`config.mk`:
```
export PLATFORM = sky130hd
export DESIGN_NAME = instr_pipe
export DESIGN_NICKNAME = d
export VERILOG_FILES = /design/src/rtl/instr_pipe.sv
export SDC_FILE = /design/constraint.sdc
export NUM_CORES = 1
export LEC_CHECK = 0
export CAP_MARGIN = 20
export CORE_ASPECT_RATIO = 1.25
export CORE_UTILIZATION = 48
export CTS_BUF_LIST = sky130_fd_sc_hd__clkbuf_4 sky130_fd_sc_hd__clkbuf_8
export DETAILED_ROUTE_END_ITERATION = 8
export PLACE_DENSITY = 0.83
export SYNTH_ARGS = -nofsm -noshare
export SYNTH_HDL_FRONTEND = slang
export SYNTH_SLANG_ARGS = --single-unit
```
`constraint.sdc`:
```
create_clock -name clk -period 2.07 [get_ports clk]
set_clock_uncertainty 0.2 [all_clocks]
set_input_delay 0.414 -clock clk [delete_from_list [all_inputs] [get_ports clk]]
set_output_delay 0.414 -clock clk [all_outputs]
set_load 0.1 [all_outputs]
```
`src/rtl/instr_pipe.sv`:
```
// instr_pipe: in-flight instruction window for the hazard controller.
//   Slot 0 = fetch reg, slot 1 = decode, slots 2.. = execute/mem/writeback.
//   Stall freezes slots 0-1 and drops a NOP bubble into slot 2.
//   Flush kills slots 0-2. Slots 3.. always shift.
// Ports:
//   clk, rst_n          core clock, async active-low reset
//   if_valid, if_instr  fetch offer ([31:2], low bits implied 2'b11)
//   if_ready            slot 0 accepts (= ~stall & ~flush)
//   stall, flush        hazard controls (flush wins)
//   instr, slot_valid   registered slot contents / valid bits
//   retire_cnt          real instructions leaving the last slot
//   bubble_cnt          bubbles injected by stall or flush

// One pipeline slot: kill beats hold, hold beats load.
module instr_pipe_slot (
  input  logic        clk,
  input  logic        rst_n,
  input  logic        hold,
  input  logic        kill,
  input  logic [29:0] d_instr,
  input  logic        d_vld,
  output logic [29:0] q_instr,
  output logic        q_vld
);
  // ADDI x0,x0,0 -> [31:2] = 30'h4, never creates a hazard
  localparam logic [29:0] NOP = 30'h0000_0004;

  always_ff @(posedge clk or negedge rst_n) begin
    if (!rst_n) begin
      q_instr <= NOP;
      q_vld   <= 1'b0;
    end else if (kill) begin
      q_instr <= NOP;
      q_vld   <= 1'b0;
    end else if (!hold) begin
      q_instr <= d_instr;
      q_vld   <= d_vld;
    end
  end
endmodule

module instr_pipe #(
  parameter int pipeline_length = 4,
  parameter int cnt_width       = 32
) (
  input  logic                             clk,
  input  logic                             rst_n,
  input  logic                             if_valid,
  input  logic [29:0]                      if_instr,
  output logic                             if_ready,
  input  logic                             stall,
  input  logic                             flush,
  output logic [pipeline_length-1:0][29:0] instr,
  output logic [pipeline_length-1:0]       slot_valid,
  output logic [cnt_width-1:0]             retire_cnt,
  output logic [cnt_width-1:0]             bubble_cnt
);
  localparam logic [29:0] NOP = 30'h0000_0004;

  logic                             accept;
  logic                             bubble_inc;
  logic [pipeline_length-1:0][29:0] d_instr;
  logic [pipeline_length-1:0]       d_vld, hold, kill;

  assign if_ready = ~stall & ~flush;
  assign accept   = if_valid & if_ready;

  // Per-slot steering: which source feeds each slot and how stall/flush act on it.
  for (genvar i = 0; i < pipeline_length; i++) begin : g_slot
    if (i == 0) begin : g_fetch
      assign d_instr[i] = accept ? if_instr : NOP;
      assign d_vld[i]   = accept;
      assign hold[i]    = stall;
      assign kill[i]    = flush;
    end else if (i == 1) begin : g_decode
      assign d_instr[i] = instr[i-1];
      assign d_vld[i]   = slot_valid[i-1];
      assign hold[i]    = stall;
      assign kill[i]    = flush;
    end else if (i == 2) begin : g_bubble
      // Bubble injection point: stall or flush both load a NOP here.
      assign d_instr[i] = instr[i-1];
      assign d_vld[i]   = slot_valid[i-1];
      assign hold[i]    = 1'b0;
      assign kill[i]    = stall | flush;
    end else begin : g_tail
      // Older slots drain unconditionally so the last slot is never held.
      assign d_instr[i] = instr[i-1];
      assign d_vld[i]   = slot_valid[i-1];
      assign hold[i]    = 1'b0;
      assign kill[i]    = 1'b0;
    end

    instr_pipe_slot u_slot (
      .clk     (clk),
      .rst_n   (rst_n),
      .hold    (hold[i]),
      .kill    (kill[i]),
      .d_instr (d_instr[i]),
      .d_vld   (d_vld[i]),
      .q_instr (instr[i]),
      .q_vld   (slot_valid[i])
    );
  end

  // A flush only counts a bubble if it displaced a real instruction from decode;
  // a stall always counts, even when decode holds a NOP.
  assign bubble_inc = flush ? slot_valid[1] : stall;

  always_ff @(posedge clk or negedge rst_n) begin
    if (!rst_n) begin
      retire_cnt <= '0;
      bubble_cnt <= '0;
    end else begin
      retire_cnt <= retire_cnt + cnt_width'(slot_valid[pipeline_length-1]);
      bubble_cnt <= bubble_cnt + cnt_width'(bubble_inc);
    end
  end
endmodule

```
### Word level (Yosys, flattened, before mapping)

Cells that the tools add are included.

* register bits after elaboration: 188

* eq/ne operators: 1
* bitwise logic cells: 5
* muxes and demuxes: 12
* add/sub/neg operators: 2

Operators by type and width (count)
* $mux W30: 6
* $add A32 B1 Y32: 2
* $mux W1: 6
* $and A1 B1 Y1: 2
* $ne A2 B1 Y1 const B: 1
* $not A1 Y1: 2
* $or A1 B1 Y1: 1

### Depth between registers and ports, before layout

Gate-level depths: netlist (run 1).

* word-level depth: 6
* depth in mapped cells: 10

### Cells and area by module

A second synthesis (run 1) with hierarchy kept.

* cell total of the unflattened synthesis: 690
* area total of the unflattened synthesis: 8279.2 um^2

Modules (own cells, without submodules)
* instr_pipe_slot: cells each 100, sequential area each 777.0 um^2, area an instance 1273.7 um^2, instances 4
* instr_pipe: cells each 290, sequential area each 1601.5 um^2, area an instance 3184.3 um^2, instances 1

### Worst setup path before layout (run 1)

OpenSTA, ideal clock, no wires.

* path kind: input to register
* start: input port stall
* end: register bubble_cnt[23]
* arrival: 2.423 ns
* buffers on the path: 2
* setup time: 0.160 ns
* path slack: -0.712 ns
* cell stages on the path: 9
* path through: clkbuf_1 -> nor2b_1 -> clkbuf_1 -> a21o_1 -> ha_1 -> nand3_1 -> nor4_4 -> nand4_1 -> xnor2_1

* cells in the longest elaborated chain, start to end: 2

Ends and longest elaborated chain
* start: declaration: RTL line 51 `input logic stall,`
* $mux W1: RTL line 108 `assign bubble_inc = flush ? slot_valid[1] : stall;`
* $add A32 B1 Y32: RTL line 116 `bubble_cnt <= bubble_cnt + cnt_width'(bubble_inc);`
* end signal: assignment: RTL line 116
* end: declaration: RTL line 56 `output logic [cnt_width-1:0] bubble_cnt`

Every way passes these cells.
A chain may end at the register's enable or synchronous reset.

### Worst setup path after layout (run 1)

* start: input port flush
* end: output port if_ready

* cells in the longest elaborated chain, start to end: 2

Ends and longest elaborated chain
* start: declaration: RTL line 52 `input logic flush,`
* $not A1 Y1: RTL line 65 `assign if_ready = ~stall & ~flush;`
* $and A1 B1 Y1: RTL line 65
* end: declaration: RTL line 50 `output logic if_ready,`

Every way passes these cells.

==> run metrics, run 1 <==
Slowest-stage cell, CP=dlygate4sd2_1; Via density=5.42; most frequent cells in the layout=195 x buf_12, 140 x dfrtp_1, 46 x xnor2_1; Netlist cell types=36; largest delay contributor family on the critical path=buffers and inverters; Synth-to-Final Area Change=73.6%; Num CTS Buffers=17; post-synth top area cell=dfrtp_1; syn avg cell area=13.5 um2; leading cell type in the layout, fill and taps excluded=buf_12; crit path kind=input port to output port; routed len/inst=22.2 um; CP max FO=33; Reg clk slew, reported paths=0.09 ns; Worst Path Required=1.46 ns; Slew Limit Headroom=58.9%; Max Transition Viols Final=0; dominant synthesized flop cell=dfrtp_1; slowest stage delay, CP=0.31 ns; Die ar.=15000 um2; Yosys top cell area share=65.9%; syn nets=558; worst-margin pin slew=0.611 ns; unrepaired setup endpoints after global routing=no; async set-or-reset flop fraction in the synthesized netlist=100%; XOR/XNOR share of the synthesized area=7.52%; outcome=completed; Die Ht=137 um; WHS=0.192 ns; WP buf/inv=4; max-cap violation count=0; worst skew pair latency=0.47 ns; Final setup viols=0; Mapped Cells=519; Nets=803; Hold Crit Class=flip-flop to flip-flop; Fin. Hold Viols=0; flops & latches, synth=188; crit share post-route=96.5%; Compound-Gate Fraction of Synth Area=4.05%; Final min period=2.00 ns; Routed Wire Length=21100 um; FMAX=500 MHz; core area=14000 um2; Synth Area in Adders=0.716%; vias in the first global route=5795; Pwr Density=686 nW/um2; Post-Syn Area=6990 um2; post-synthesis mux area share=4.30%; largest cells by area after synthesis=dfrtp_1 66%, xnor2_1 5.8%, mux2i_1 4.3%, a22o_1 3.6%, and2_1 2.9%; EDFF count, synth=0; largest net degree at the start of global routing=55; simple-gate portion of the synthesized area=14.1%; RePlAce Congestion=0.828; post-CTS setup buffer count=0; Static Leakage=0.00548 uW; placed instance area=11700 um2; Seq/Total Area, Yosys=67.4%; depth of the CTS H-tree=4; Starting DRT DRC Count=241; Starting Density=49.9%; I/O pin count=224; share of layout cells above drive strength 1=42.1%; largest family of logic cells by synthesized area=simple AND/OR/NAND/NOR gates; Layout Cells excl Fill=952; total gr overflow=0; Die X-Extent=110 um; Final ANT Viol Nets=0; initial antenna violation count=1; number of port buffers=223; most frequent CP cell=buf_12; CTS tree=done; Post-route DRC=0; yosys warns=0; peak supply drop=647 uV; FP Rows=48; Pre-Repair DR Iteration Count=4; CP arrival=1.38 ns; crit start category=input port; GRT Total Usage=30.1%; Final HPWL DP=15900 um; final instance area=12100 um2; Via Count=5159; Post-Place Cells=919; clock buffer depth=2; CTS root buf=clkbuf_8; post-layout util=86.7%; Worst setup EP type=output port; Clock Sinks=188; CP cell instances=dlygate4sd2_1, buf_12, nor2_4, buf_12, buf_12; first-pass GRT wire length=32400 um; ant diodes=0
## registers in the layout (all words and copies together) (netlist names)
register,cells
bubble_cnt,32
g_slot.u_slot.q_instr,120
g_slot.u_slot.q_vld,4
retire_cnt,32
## worst paths after layout
| kind | from | endpoint | slack [ns] | cells past startpoint |
|---|---|---|---|---|
| max | flush | if_ready | 0.07 | 5 |
| min | g_slot[2].u_slot.q_instr[2] | g_slot[3].u_slot.q_instr[2] | 0.19 | 0 |
| max reg2reg | retire_cnt[20] | retire_cnt[27] | 0.09 | 4 |
| min reg2reg | g_slot[2].u_slot.q_instr[2] | g_slot[3].u_slot.q_instr[2] | 0.19 | 0 |
| max in group asynchronous | rst_n | g_slot[1].u_slot.q_instr[24] | 0.74 | 3 |
| min in group asynchronous | rst_n | retire_cnt[11] | 0.27 | 2 |
## metrics by stage
step / setup TNS, ns / power (uW) / setup WS (ns)
2_1_floorplan: -3.33 / 5050 / -0.232
3_3_place_gp: -18.28 / 5850 / -0.335
3_5_place_dp: -24.78 / 5910 / -0.420
4_1_cts: 0 / 8370 / 0.0780
5_1_grt: 0 / 8560 / 0.00164
6_report: 0 / 8320 / 0.0719
## metal layers
metal	GRT usage (%)	share of wire, %
met5	0	0.047
met4	13.1	3.1
met3	10.3	7.8
met2	54.6	56
met1	30.8	33
## cells in the mapped netlist (5+ instances only)
library cell  count
inv_1             5
dfrtp_1         184
clkbuf_1         13
nor2_1           42
xor2_1           14
and2_1           32
and3_1           11
a22o_1           29
nand3_1          25
nand4_1          21
nor3_1            5
mux2i_1          30
xnor2_1          46
nand2_1          16
## logic make-up after synthesis
kind of cell	after synthesis
compound gates	33
xor+xnor	60
fa+ha+maj	4
buf+inv	29
flops	188
mux	30
simple gates	175
## cell type report
cell class	count	area, um2
Clock buffer	22	297
Fill cell	589	1870
Timing Repair Buffer	250	4400
Tap cell	175	219
Inverter	5	18.8
Clock inverter	10	113
Multi-Input combinational cell	302	2270
Sequential cell	188	4810
## where the power goes
group / switching (uW) / internal (uW)
combinational: 1170 / 641
clock: 1270 / 1210
sequential: 226 / 3800
## worst register-to-register path, stage by stage (launching register included)
cell and delay (ns):
dfrtp_4 0.47, nand4_1 0.22, or4_4 0.63, nor3_2 0.19, xor2_1 0.19
## repair_timing
item | 4_1_cts | 5_1_grt
cloned | 0 | 0
gates resized for setup | 6 | 0
hold endpoints to repair | 48 | 0
setup endpoints to repair | 3 | 2
pin swaps | 0 | 1
hold buffers | 1 | 0
(Power assumes the default switching activity.)
==> inputs of run 2 (changes only) <==
--- a/config.mk
+++ b/config.mk
@@ -7,6 +7,7 @@
 export LEC_CHECK = 0
 export CAP_MARGIN = 20
 export CORE_ASPECT_RATIO = 1.25
+export CORE_MARGIN = 1.5
 export CORE_UTILIZATION = 48
 export CTS_BUF_LIST = sky130_fd_sc_hd__clkbuf_4 sky130_fd_sc_hd__clkbuf_8
 export DETAILED_ROUTE_END_ITERATION = 8
==> run 2 against run 1 <==
Net effect: combinational power hardly changed; sequential power hardly changed; highest routed layer is now met4; worst hold slack better by 0.0037 ns; clock power is 2% higher; critical endpoint unchanged; final cell count is 0.11% higher; worst setup slack worse by 0.0014 ns; power is 0.43% higher; routed wire length is 4.0% higher.
==> run metrics, run 2 (synthesis results as in run 1) <==
crit start category=input port; core area=14300 um2; setup_tns=0 ns; Final HPWL DP=15600 um; Largest Register=g_slot.u_slot.q_instr; Reg clk slew, reported paths=0.10 ns; vias in the first global route=5817; Final ANT Viol Nets=0; I/O pin count=224; FP Rows=49; share of layout cells above drive strength 1=42.2%; worst skew pair latency=0.46 ns; FMAX=500 MHz; routed len/inst=23.1 um; Hold Crit Class=flip-flop to flip-flop; clock buffer depth=2; unrepaired setup endpoints after global routing=no; GRT Total Usage=29.5%; Pwr Density=690 nW/um2; initial antenna violation count=0; reg2reg path depth=6; most frequent cells in the layout=193 x buf_12, 139 x dfrtp_1, 46 x xnor2_1; CTS tree=done; worst-margin pin slew=0.489 ns; CP cell instances=dlygate4sd2_1, buf_8, nor2_4, buf_12; Nets=801; outcome=completed; CTS root buf=clkbuf_8; Pre-Repair DR Iteration Count=5; RePlAce Congestion=0.867; slowest stage delay, CP=0.34 ns; Static Leakage=0.00546 uW; max FFs per register=120; depth of the CTS H-tree=4; Fin. Hold Viols=0; Post-route DRC=0; post-layout util=84.8%; Slowest-stage cell, CP=dlygate4sd2_1; hold depth=0; Final min period=2.00 ns; Num CTS Buffers=17; Slew Limit Headroom=67.1%; largest net degree at the start of global routing=53; first-pass GRT wire length=33900 um; Starting DRT DRC Count=267; ant diodes=0; Starting Density=48.9%; Top Registers=g_slot.u_slot.q_instr (120), bubble_cnt (32), retire_cnt (32); Die Ht=138 um; Worst setup EP type=output port; peak supply drop=754 uV; CP arrival=1.39 ns; Die ar.=15300 um2; Routed Wire Length=22000 um; leading cell type in the layout, fill and taps excluded=buf_12; Synth-to-Final Area Change=73.3%; crit path kind=input port to output port; Via density=5.56; number of port buffers=223; Via Count=5302; post-CTS setup buffer count=0; Clock Sinks=188; Final setup viols=0; max-cap violation count=0; Worst Path Required=1.46 ns; Die X-Extent=111 um; total gr overflow=0; Max Transition Viols Final=0; CP max FO=33; crit share post-route=96.6%
[run 2: routing by layer]
layer	wire length [um]	track usage, %
met1	7780	32.7
met2	12400	56.2
met3	1390	6.86
met4	382	9.47
met5	0	0
[run 2: layout make-up]
class / instances / area (um2)
clock buffers: 19 / 255
clock inverters: 13 / 155
fillers: 621 / 2180
inverters: 5 / 18.8
multi-input cells: 302 / 2270
flip-flops and latches: 188 / 4810
well taps: 178 / 223
repair buffers: 248 / 4370
[run 2: power breakdown]
part,total (uW),switching [uW],leakage (uW),internal [uW]
clock,2520,1370,0.000205,1160
combinational,1810,1170,0.00275,640
sequential,4020,220,0.00251,3800
total,8360,2760,0.00546,5600
[run 2: what timing repair did]
action	in CTS	in global routing
endpoints found under the setup margin	3	5
pin swaps	0	0
gates resized for setup	4	3
endpoints found under the hold margin	47	0
hold buffers	1	0
[run 2: metrics by stage]
stage                     hold slack (ns)  instance area [um2]  setup slack, ns  instances  power, uW
final                               0.196                12100           0.0706        953       8360
after global routing                0.198                12100          0.00122        953       8620
after CTS                           0.195                12100           0.0303        953       8420
after detailed placement            0.178                11700           -0.495        920       5900
after global placement              0.178                11700           -0.375        920       5840
after floorplan                   -0.0816                 7240           -0.232        519       5050
[run 2: final timing paths]
kind | startpoint | endpoint | slack (ns)
min reg2reg | g_slot[2].u_slot.q_instr[2] | g_slot[3].u_slot.q_instr[2] | 0.20
min in group asynchronous | rst_n | retire_cnt[16] | 0.29
max | flush | if_ready | 0.07
max in group asynchronous | rst_n | g_slot[0].u_slot.q_instr[8] | 0.72
min | g_slot[2].u_slot.q_instr[2] | g_slot[3].u_slot.q_instr[2] | 0.20
max reg2reg | retire_cnt[0] | retire_cnt[26] | 0.10
[run 2: critical path: cells and delay by family]
kind / cells / cell delay [ns]
AND/OR/NAND/NOR: 1 / 0.18
buffers and inverters: 3 / 0.77
==> inputs of run 3 (changes only) <==
==> constraint.sdc (replaced) <==
create_clock -name clk -period 2.07 [get_ports clk]
set_clock_uncertainty 0.2 [all_clocks]
set_input_delay 0.3105 -clock clk [delete_from_list [all_inputs] [get_ports clk]]
set_output_delay 0.3105 -clock clk [all_outputs]
set_load 0.1 [all_outputs]
==> run 3 against run 2 <==
Net effect: count of clock-buffer cells in the layout increased by 2; largest power group unchanged; register-to-register slack got worse by 0.02 ns; sequential cell count unchanged.
==> run metrics, run 3 (synthesis results as in run 1) <==
ant diodes=0; first-pass GRT wire length=27400 um; CTS root buf=clkbuf_8; total gr overflow=0; Worst setup EP type=flip-flop; most frequent cells in the layout=155 x buf_4, 134 x dfrtp_1, 58 x buf_12; Slew Limit Headroom=62.0%; Synth-to-Final Area Change=49.1%; routed len/inst=17.9 um; Clock Sinks=188; Fin. Hold Viols=0; sw power=2580 uW; setup ws final=0.0816 ns; Routed Wire Length=17000 um; clock buffer depth=2; Die X-Extent=111 um; WP buf/inv=0; crit start category=flip-flop; Final setup viols=0; Post-route DRC=0; Die Ht=138 um; Slowest-stage cell, CP=dfrtp_4; slowest stage delay, CP=0.45 ns; Num CTS Buffers=17; clock group share of total power=31.6%; worst skew pair latency=0.45 ns; Pre-Repair DR Iteration Count=4; FF-to-FF Start=retire_cnt[0]; Reg clk slew, reported paths=0.10 ns; Final ANT Viol Nets=0; Starting Density=48.9%; number of port buffers=223; GRT Total Usage=23.0%; worst-margin pin slew=0.565 ns; Pwr Density=781 nW/um2; initial antenna violation count=0; CP max FO=5; critical path depth=6; FF-to-FF setup slack=0.08 ns; Starting DRT DRC Count=232; placed instance area=9970 um2; sequential share of power=48.9%; Final min period=1.99 ns; depth of the CTS H-tree=4; largest net degree at the start of global routing=57; crit path kind=flip-flop to flip-flop; max-cap violation count=0; Via density=5.23; peak supply drop=621 uV; Final HPWL DP=12600 um; Logic pwr share=19.5%; FP Rows=49; outcome=completed; CP cell instances=ha_4, ha_1, nand3_1, nor3_4, nand4_1, xnor2_1; reg-to-reg critical path endpoint=retire_cnt[26]; Top Registers=g_slot.u_slot.q_instr (120), bubble_cnt (32), retire_cnt (32); CP arrival=2.12 ns; I/O pin count=224; reg2reg path depth=6; hold depth=0; max FFs per register=120; Max Transition Viols Final=0; CTS tree=done; leading cell type in the layout, fill and taps excluded=buf_4; Post-Place Worst Slack=-0.322 ns; vias in the first global route=5357; final instance area=10400 um2; share of layout cells above drive strength 1=42.5%; Static Leakage=0.00507 uW; Hold Crit Class=flip-flop to flip-flop; RePlAce Congestion=0.865; Worst Path Required=2.20 ns; Largest Register=g_slot.u_slot.q_instr; setup_tns=0 ns; worst setup path endpoint=retire_cnt[26]; largest delay contributor family on the critical path=simple AND/OR/NAND/NOR gates; FMAX=503 MHz; Via Count=4983; crit share post-route=96.1%; Die ar.=15300 um2; total power=8140 uW; Sw Ratio=31.7%; Nets=801; critical path launch point=retire_cnt[0]; core area=14300 um2; post-CTS setup buffer count=0; P_int=5550 uW
==> run 3: cell types whose count changed in the layout (fill, tap and decap cells not counted), sizes merged <==
cell | previous run | this run
bufinv | 2 | 3
clkdlybuf4s50 | 31 | 32
clkbuf | 20 | 22
dlygate4sd2 | 1 | 0
clkinvlp | 2 | 0
inv | 12 | 9
clkinv | 2 | 4
==> run 3: routing by layer <==
layer	part of all wire (%)	global-route usage, %
met3	7.5	7.21
met1	38	26.9
met5	0	0
met2	52	39.4
met4	1.8	9.97
==> run 3: worst reg2reg max path: cells and delay by family, from the launching register on <==
kind / cells / cell delay, ns
fa+ha+maj: 2 / 0.34
xor+xnor: 1 / 0.16
simple gates: 3 / 0.73
flops: 1 / 0.45
==> run 3: power groups by stage <==
stage                     clock (uW)  combinational, uW  sequential [uW]
after floorplan                    0                206             4840
after global placement             0               1570             4050
after detailed placement           0               1600             4060
after CTS                       2630               1600             3980
after global routing            2790               1650             4000
final                           2570               1590             3980
==> run 3: final cells by class <==
type                       count  area [um2]
clock inverter                11         159
clock buffer                  21         270
multi-input combinational    302        2240
tap                          178         223
fill                         934        3870
inverter                       5        18.8
sequential                   188        4830
timing repair buffer         248        2670
==> run 3: worst min-delay path by stage <==
stage / from / slack, ns / end
2_1_floorplan: rst_n / -0.19 / bubble_cnt[0]
3_3_place_gp: rst_n / 0.11 / retire_cnt[14]
3_5_place_dp: rst_n / 0.12 / retire_cnt[14]
4_1_cts: if_instr[2] / 0.15 / g_slot[0].u_slot.q_instr[2]
5_1_grt: if_instr[2] / 0.17 / g_slot[0].u_slot.q_instr[2]
6_report: g_slot[2].u_slot.q_instr[1] / 0.18 / g_slot[3].u_slot.q_instr[1]
==> run 3: what timing repair did <==
item / in CTS / in global routing
hold buffers: 1 / 0
hold endpoints to repair: 71 / 0
gates resized for setup: 0 / 1
endpoints found under the setup margin: 0 / 1
==> run 3: per-stage QoR <==
stage / utilization (%) / hold slack (ns) / cells
detailed placement: 69.8 / 0.117 / 920
global placement: 69.8 / 0.110 / 920
finish: 72.9 / 0.182 / 953
floorplan: - / -0.185 / 519
CTS: 72.9 / 0.149 / 953
global route: 72.9 / 0.169 / 953
